$ cat src/rtl/sqrt_unit_param_if.sv
// rtl/sqrt_unit_param_if.sv - St/done handshake and result bundle for the square-root unit
interface sqrt_unit_param_if #(
   parameter int WIDTH = 8
);
   localparam int R = WIDTH / 2;

   logic             St;
   logic [WIDTH-1:0] N;
   logic             busy;
   logic             done;
   logic [R-1:0]     sqrt;
   logic [R:0]       rem;

   modport master (output St, N, input busy, done, sqrt, rem);
   modport slave  (input St, N, output busy, done, sqrt, rem);
endinterface

$ cat src/rtl/sqrt_unit_param.sv
// rtl/sqrt_unit_param.sv - restoring digit-by-digit integer square root, one root bit per clock
module sqrt_unit_param #(
   parameter int WIDTH = 8
) (
   input logic               clk,
   input logic               rst,
   sqrt_unit_param_if.slave  bus
);
   localparam int R  = WIDTH / 2;
   localparam int CW = (R > 1) ? $clog2(R) : 1;
   localparam logic [CW-1:0] CNT_LOAD = CW'(R - 1);

   typedef enum logic [1:0] {
      IDLE = 2'd0,
      CALC = 2'd1,
      DONE = 2'd2
   } state_t;

   state_t           state_q, state_d;
   logic [WIDTH-1:0] op_q, op_d;
   logic [R-1:0]     q_q, q_d;
   logic [R+1:0]     r_q, r_d;
   logic [CW-1:0]    cnt_q, cnt_d;
   logic [R-1:0]     sqrt_q, sqrt_d;
   logic [R:0]       rem_q, rem_d;
   logic             busy_q, done_q;

   logic [R+1:0]     r_shift;
   logic [R+2:0]     trial;
   logic             take;
   logic [R:0]       q_ext;
   logic [R-1:0]     q_next;
   logic [R+1:0]     r_next;

   // One extra bit on the trial subtraction makes its top bit a clean sign.
   always_comb begin
      r_shift = {r_q[R-1:0], op_q[WIDTH-1 -: 2]};
      trial   = {1'b0, r_shift} - {1'b0, q_q, 2'b01};
      take    = ~trial[R+2];
      q_ext   = {q_q, take};
      q_next  = q_ext[R-1:0];
      r_next  = take ? trial[R+1:0] : r_shift;
   end

   always_comb begin
      state_d = state_q;
      op_d    = op_q;
      q_d     = q_q;
      r_d     = r_q;
      cnt_d   = cnt_q;
      sqrt_d  = sqrt_q;
      rem_d   = rem_q;
      case (state_q)
         IDLE: begin
            if (bus.St) begin
               op_d    = bus.N;
               q_d     = '0;
               r_d     = '0;
               cnt_d   = CNT_LOAD;
               state_d = CALC;
            end
         end
         CALC: begin
            op_d  = op_q << 2;
            q_d   = q_next;
            r_d   = r_next;
            cnt_d = cnt_q - CW'(1);
            if (cnt_q == '0) begin
               sqrt_d  = q_next;
               rem_d   = r_next[R:0];
               state_d = DONE;
            end
         end
         DONE: begin
            if (!bus.St) begin
               state_d = IDLE;
            end
         end
         default: state_d = IDLE;
      endcase
   end

   always_ff @(posedge clk or posedge rst) begin
      if (rst) begin
         state_q <= IDLE;
         op_q    <= '0;
         q_q     <= '0;
         r_q     <= '0;
         cnt_q   <= '0;
         sqrt_q  <= '0;
         rem_q   <= '0;
         busy_q  <= 1'b0;
         done_q  <= 1'b0;
      end else begin
         state_q <= state_d;
         op_q    <= op_d;
         q_q     <= q_d;
         r_q     <= r_d;
         cnt_q   <= cnt_d;
         sqrt_q  <= sqrt_d;
         rem_q   <= rem_d;
         busy_q  <= (state_d == CALC);
         done_q  <= (state_d == DONE);
      end
   end

   assign bus.busy = busy_q;
   assign bus.done = done_q;
   assign bus.sqrt = sqrt_q;
   assign bus.rem  = rem_q;
endmodule

$ cat src/flat_wrapper.sv
// flat-port wrapper written by rule: the top's interface ports become plain ports
module sqrt_unit_param_flat 
#(
   parameter int WIDTH = 8
)
  (clk, rst, bus_St, bus_N, bus_busy, bus_done, bus_sqrt, bus_rem);
  sqrt_unit_param_if #(.WIDTH(WIDTH)) bus_i ();
  input logic clk;
  input logic rst;
  input wire logic [$bits(bus_i.St)-1:0] bus_St;
  input wire logic [$bits(bus_i.N)-1:0] bus_N;
  output wire logic [$bits(bus_i.busy)-1:0] bus_busy;
  output wire logic [$bits(bus_i.done)-1:0] bus_done;
  output wire logic [$bits(bus_i.sqrt)-1:0] bus_sqrt;
  output wire logic [$bits(bus_i.rem)-1:0] bus_rem;
  assign bus_i.St = bus_St;
  assign bus_i.N = bus_N;
  assign bus_busy = bus_i.busy;
  assign bus_done = bus_i.done;
  assign bus_sqrt = bus_i.sqrt;
  assign bus_rem = bus_i.rem;
  sqrt_unit_param #(.WIDTH(WIDTH)) u_core (.clk(clk), .rst(rst), .bus(bus_i));
endmodule
$ cat config.mk
export PLATFORM = sky130hd
export DESIGN_NAME = sqrt_unit_param_flat
export DESIGN_NICKNAME = d
export VERILOG_FILES = /design/src/rtl/sqrt_unit_param_if.sv /design/src/rtl/sqrt_unit_param.sv /design/src/flat_wrapper.sv
export SDC_FILE = /design/constraint.sdc
export NUM_CORES = 1
export LEC_CHECK = 0
export ABC_AREA = 1
export ABC_CLOCK_PERIOD_IN_PS = 2000
export CAP_MARGIN = 30
export CELL_PAD_IN_SITES_DETAIL_PLACEMENT = 0
export CELL_PAD_IN_SITES_GLOBAL_PLACEMENT = 2
export CORE_MARGIN = 8
export CORE_UTILIZATION = 33
export CTS_BUF_LIST = sky130_fd_sc_hd__clkbuf_4 sky130_fd_sc_hd__clkbuf_8
export DETAILED_ROUTE_END_ITERATION = 12
export PLACE_DENSITY = 0.9
export SETUP_SLACK_MARGIN = 0.5
export SYNTH_ARGS = -nofsm -noshare
export SYNTH_HDL_FRONTEND = slang
export SYNTH_SLANG_ARGS = --single-unit
$ cat constraint.sdc
create_clock -name clk -period 2 [get_ports clk]
set_clock_uncertainty 0.05 [all_clocks]
set_input_delay 0.2 -clock clk [delete_from_list [all_inputs] [get_ports clk]]
set_output_delay 0.2 -clock clk [all_outputs]
set_load 0.005 [all_outputs]
==> out/metrics.yaml <==
run_status:
  status: "finished clean"
critical_path:
  cpMostUsedCell: "nand2_4"
  worstPathMaxFanout: 6
  startpoint: "u_core.r_q[0]"
  crit_path_top_delay_cell: "dfrtp_1"
  crit_arrival_ns: 1.61
  rrSetupSlack_ns: 0.52
  worstPathCellList: "ha_4 > nand2_4 > nand2_4 > nand3_4 > nand2_4 > nand2_4 > nand3_2 > nand2_1"
  slowest_delay_ns: 0.43
  worstSetupEndpointType: "register"
  path_class: "register to register"
  r2r_start: "u_core.r_q[0]"
  crit_required_ns: 2.12
  cp-start-kind: "register"
timing:
  finalCriticalPeriod_ns: 1.48
  finalHoldViolCount: 0
  setup_viol: 0
  setup_slack_ns: 0.517
  fmax_mhz: 674
  worst_slew_pin_slew_ns: 0.393
  drv_slew: 0
  tns_ns: 0
  slew_headroom: 0.738
  rsz0062_at_grt: "yes"
  fin_crit_sh: 0.742
  fin_hold_ws_ns: 0.247
synth:
  synth_cells: 170
  syn_nets: 187
  avgSynthCellArea_um2: 8.78
  ys_types: 23
  synth_area_mm2: 0.00149
  ys_ff_latch: 31
  ys_warn_count: 0
  seq_area_frac_synth: 0.520
clocking:
  htree_levels: 2
  postCtsHoldBufs: 0
  numCtsBuffers: 5
  clock-root-buffer: "clkbuf_8"
  clk_path_buf_depth: 2
  clock_latency_ns: 0.28
  cts_tree: "yes"
  clk_pin_slew_ns: 0.07
  clock_sinks: 31
route:
  viasPerCell: 4.93
  drc_errors: 0
  wl_per_cell_um: 14.2
  wl_met1_um: 1650
  ant_nets: 0
  met2_length_um: 1720
  drt_iter0_markers: 46
  num_vias: 1271
  routed_wl_um: 3660
  dr.pass1.iters: 4
  wl_met3_um: 198
  top_layer: "met4"
cells_and_area:
  drive_gt1_frac: 0.291
  num-nets-final: 222
  post-route-cell-area_mm2: 0.00209
  area_growth_pct: 40.1
  diodes: 0
place:
  place_ws_ns: 0.299
  gp_congestion: 0.871
  placed_area_mm2: 0.00176
  hpwl_um: 2400
  io_buffers: 21
global_route:
  grt_usage: 0.107
  grt_first_pass_wirelength_um: 6140
  antenna_found_initial: 0
  grt_max_degree: 32
  overflow: 0
  grt_pass1_vias: 1299
job:
  cap_violations: 0
floorplanning:
  fp-row-count: 24
  floorplan.initialDensity: 0.343
  core_mm2: 0.00435
  die_w_um: 83.3
  die_height_um: 83.3
  boundaryPins: 22
  die_area_mm2: 0.00693
pwr:
  ir_drop_mv: 0.554
  power_w: 0.00442
  power_density_mw_per_mm2: 2120
  p_leak_nw: 0.998
min_path:
  hold_path.class: "primary input to async pin"
[Yosys cell counts]
cell type / n / share of area
nand2_1: 48 / 0.12
dfrtp_1: 31 / 0.52
inv_1: 17 / 0.043
nand3_1: 17 / 0.057
o21ai_0: 13 / 0.044
nor2_1: 7 / 0.018
ha_1: 6 / 0.050
o22ai_1: 5 / 0.021
a21oi_1: 4 / 0.013
o21ai_2: 4 / 0.023
buf_2: 3 / 0.010
inv_2: 3 / 0.0075
nand3b_1: 2 / 0.010
a22oi_1: 1 / 0.0050
buf_4: 1 / 0.0050
buf_6: 1 / 0.0075
nand2_2: 1 / 0.0042
nand3_2: 1 / 0.0067
nor2_4: 1 / 0.0075
nor2_8: 1 / 0.013
o21ai_1: 1 / 0.0033
or2_2: 1 / 0.0042
xor2_1: 1 / 0.0059
[cell usage in the layout (no fill, tap or decap), types with 6 or more instances in the layout]
cell	instances
nand3_1	13
inv_2	10
buf_4	12
dfrtp_1	31
clkdlybuf4s50_1	21
o21ai_0	12
clkbuf_8	6
nand2_1	40
nor2_1	7
inv_1	8
[cells by family after synthesis]
family                     count (synthesis)  share of synthesized area
buffers and inverters                     25                     0.0729
DFF                                       31                      0.520
and+or+nand+nor                           79                      0.241
AOI/OAI and AO/OA                         28                      0.110
adders and majority gates                  6                     0.0503
xor gates and xnor gates                   1                    0.00587
[worst max-delay path, delay by kind of cell, from the launching register on]
kind / cells / cell delay [ns]
adder cells (fa/ha/maj): 1 / 0.33
flip-flops: 1 / 0.43
AND/OR/NAND/NOR: 7 / 0.57
[cell type report]
class                           instances  area [um2]
Fill cell                             407        2260
Multi-Input combinational cell        114         751
Tap cell                               52        65.1
Timing Repair Buffer                   33         300
Inverter                               20        81.3
Clock buffer                            6        82.6
Clock inverter                          2        35.0
Sequential cell                        31         776
[state kept, by name, summed over array words and instances (netlist names)]
signal,cells
u_core.state_q,2
u_core.bus.done,1
u_core.cnt_q,2
u_core.q_q,4
u_core.bus.sqrt,4
u_core.bus.rem,5
u_core.r_q,4
u_core.bus.busy,1
u_core.op_q,8
[routing by layer]
metal	vias to the layer above	track usage
met2	32	0.165
met5	-	0
met3	11	0.0420
met1	608	0.125
met4	0	0.0575
li1	620	-
[per-stage QoR]
stage,std cells,util
after floorplan,170,-
after global placement,241,0.405
after detailed placement,241,0.405
after CTS,251,0.447
after global routing,258,0.480
final,258,0.480
[path summary, 6_finish.rpt]
check	to	depth (start not counted)
worst max-delay path	u_core.bus.rem[2]	8
worst min-delay path	u_core.state_q[1]	3
worst max register to register	u_core.bus.rem[2]	8
worst min register to register	u_core.bus.rem[4]	2
max in group asynchronous	u_core.r_q[1]	3
min in group clk	u_core.op_q[0]	3
[power by group]
part / internal, W / leakage, nW / total [W] / switching [W]
Clock: 0.000403 / 0.0612 / 0.000640 / 0.000237
Sequential: 0.000937 / 0.384 / 0.00113 / 0.000194
Combinational: 0.00115 / 0.552 / 0.00265 / 0.00150
[repair_timing]
action / 4_1_cts / 5_1_grt
setup endpoints to repair: 11 / 14
setup buffers: 2 / 7
gates resized for setup: 8 / 29
pin swaps: 3 / 7
No activity file was read; power rests on OpenSTA's default activity.
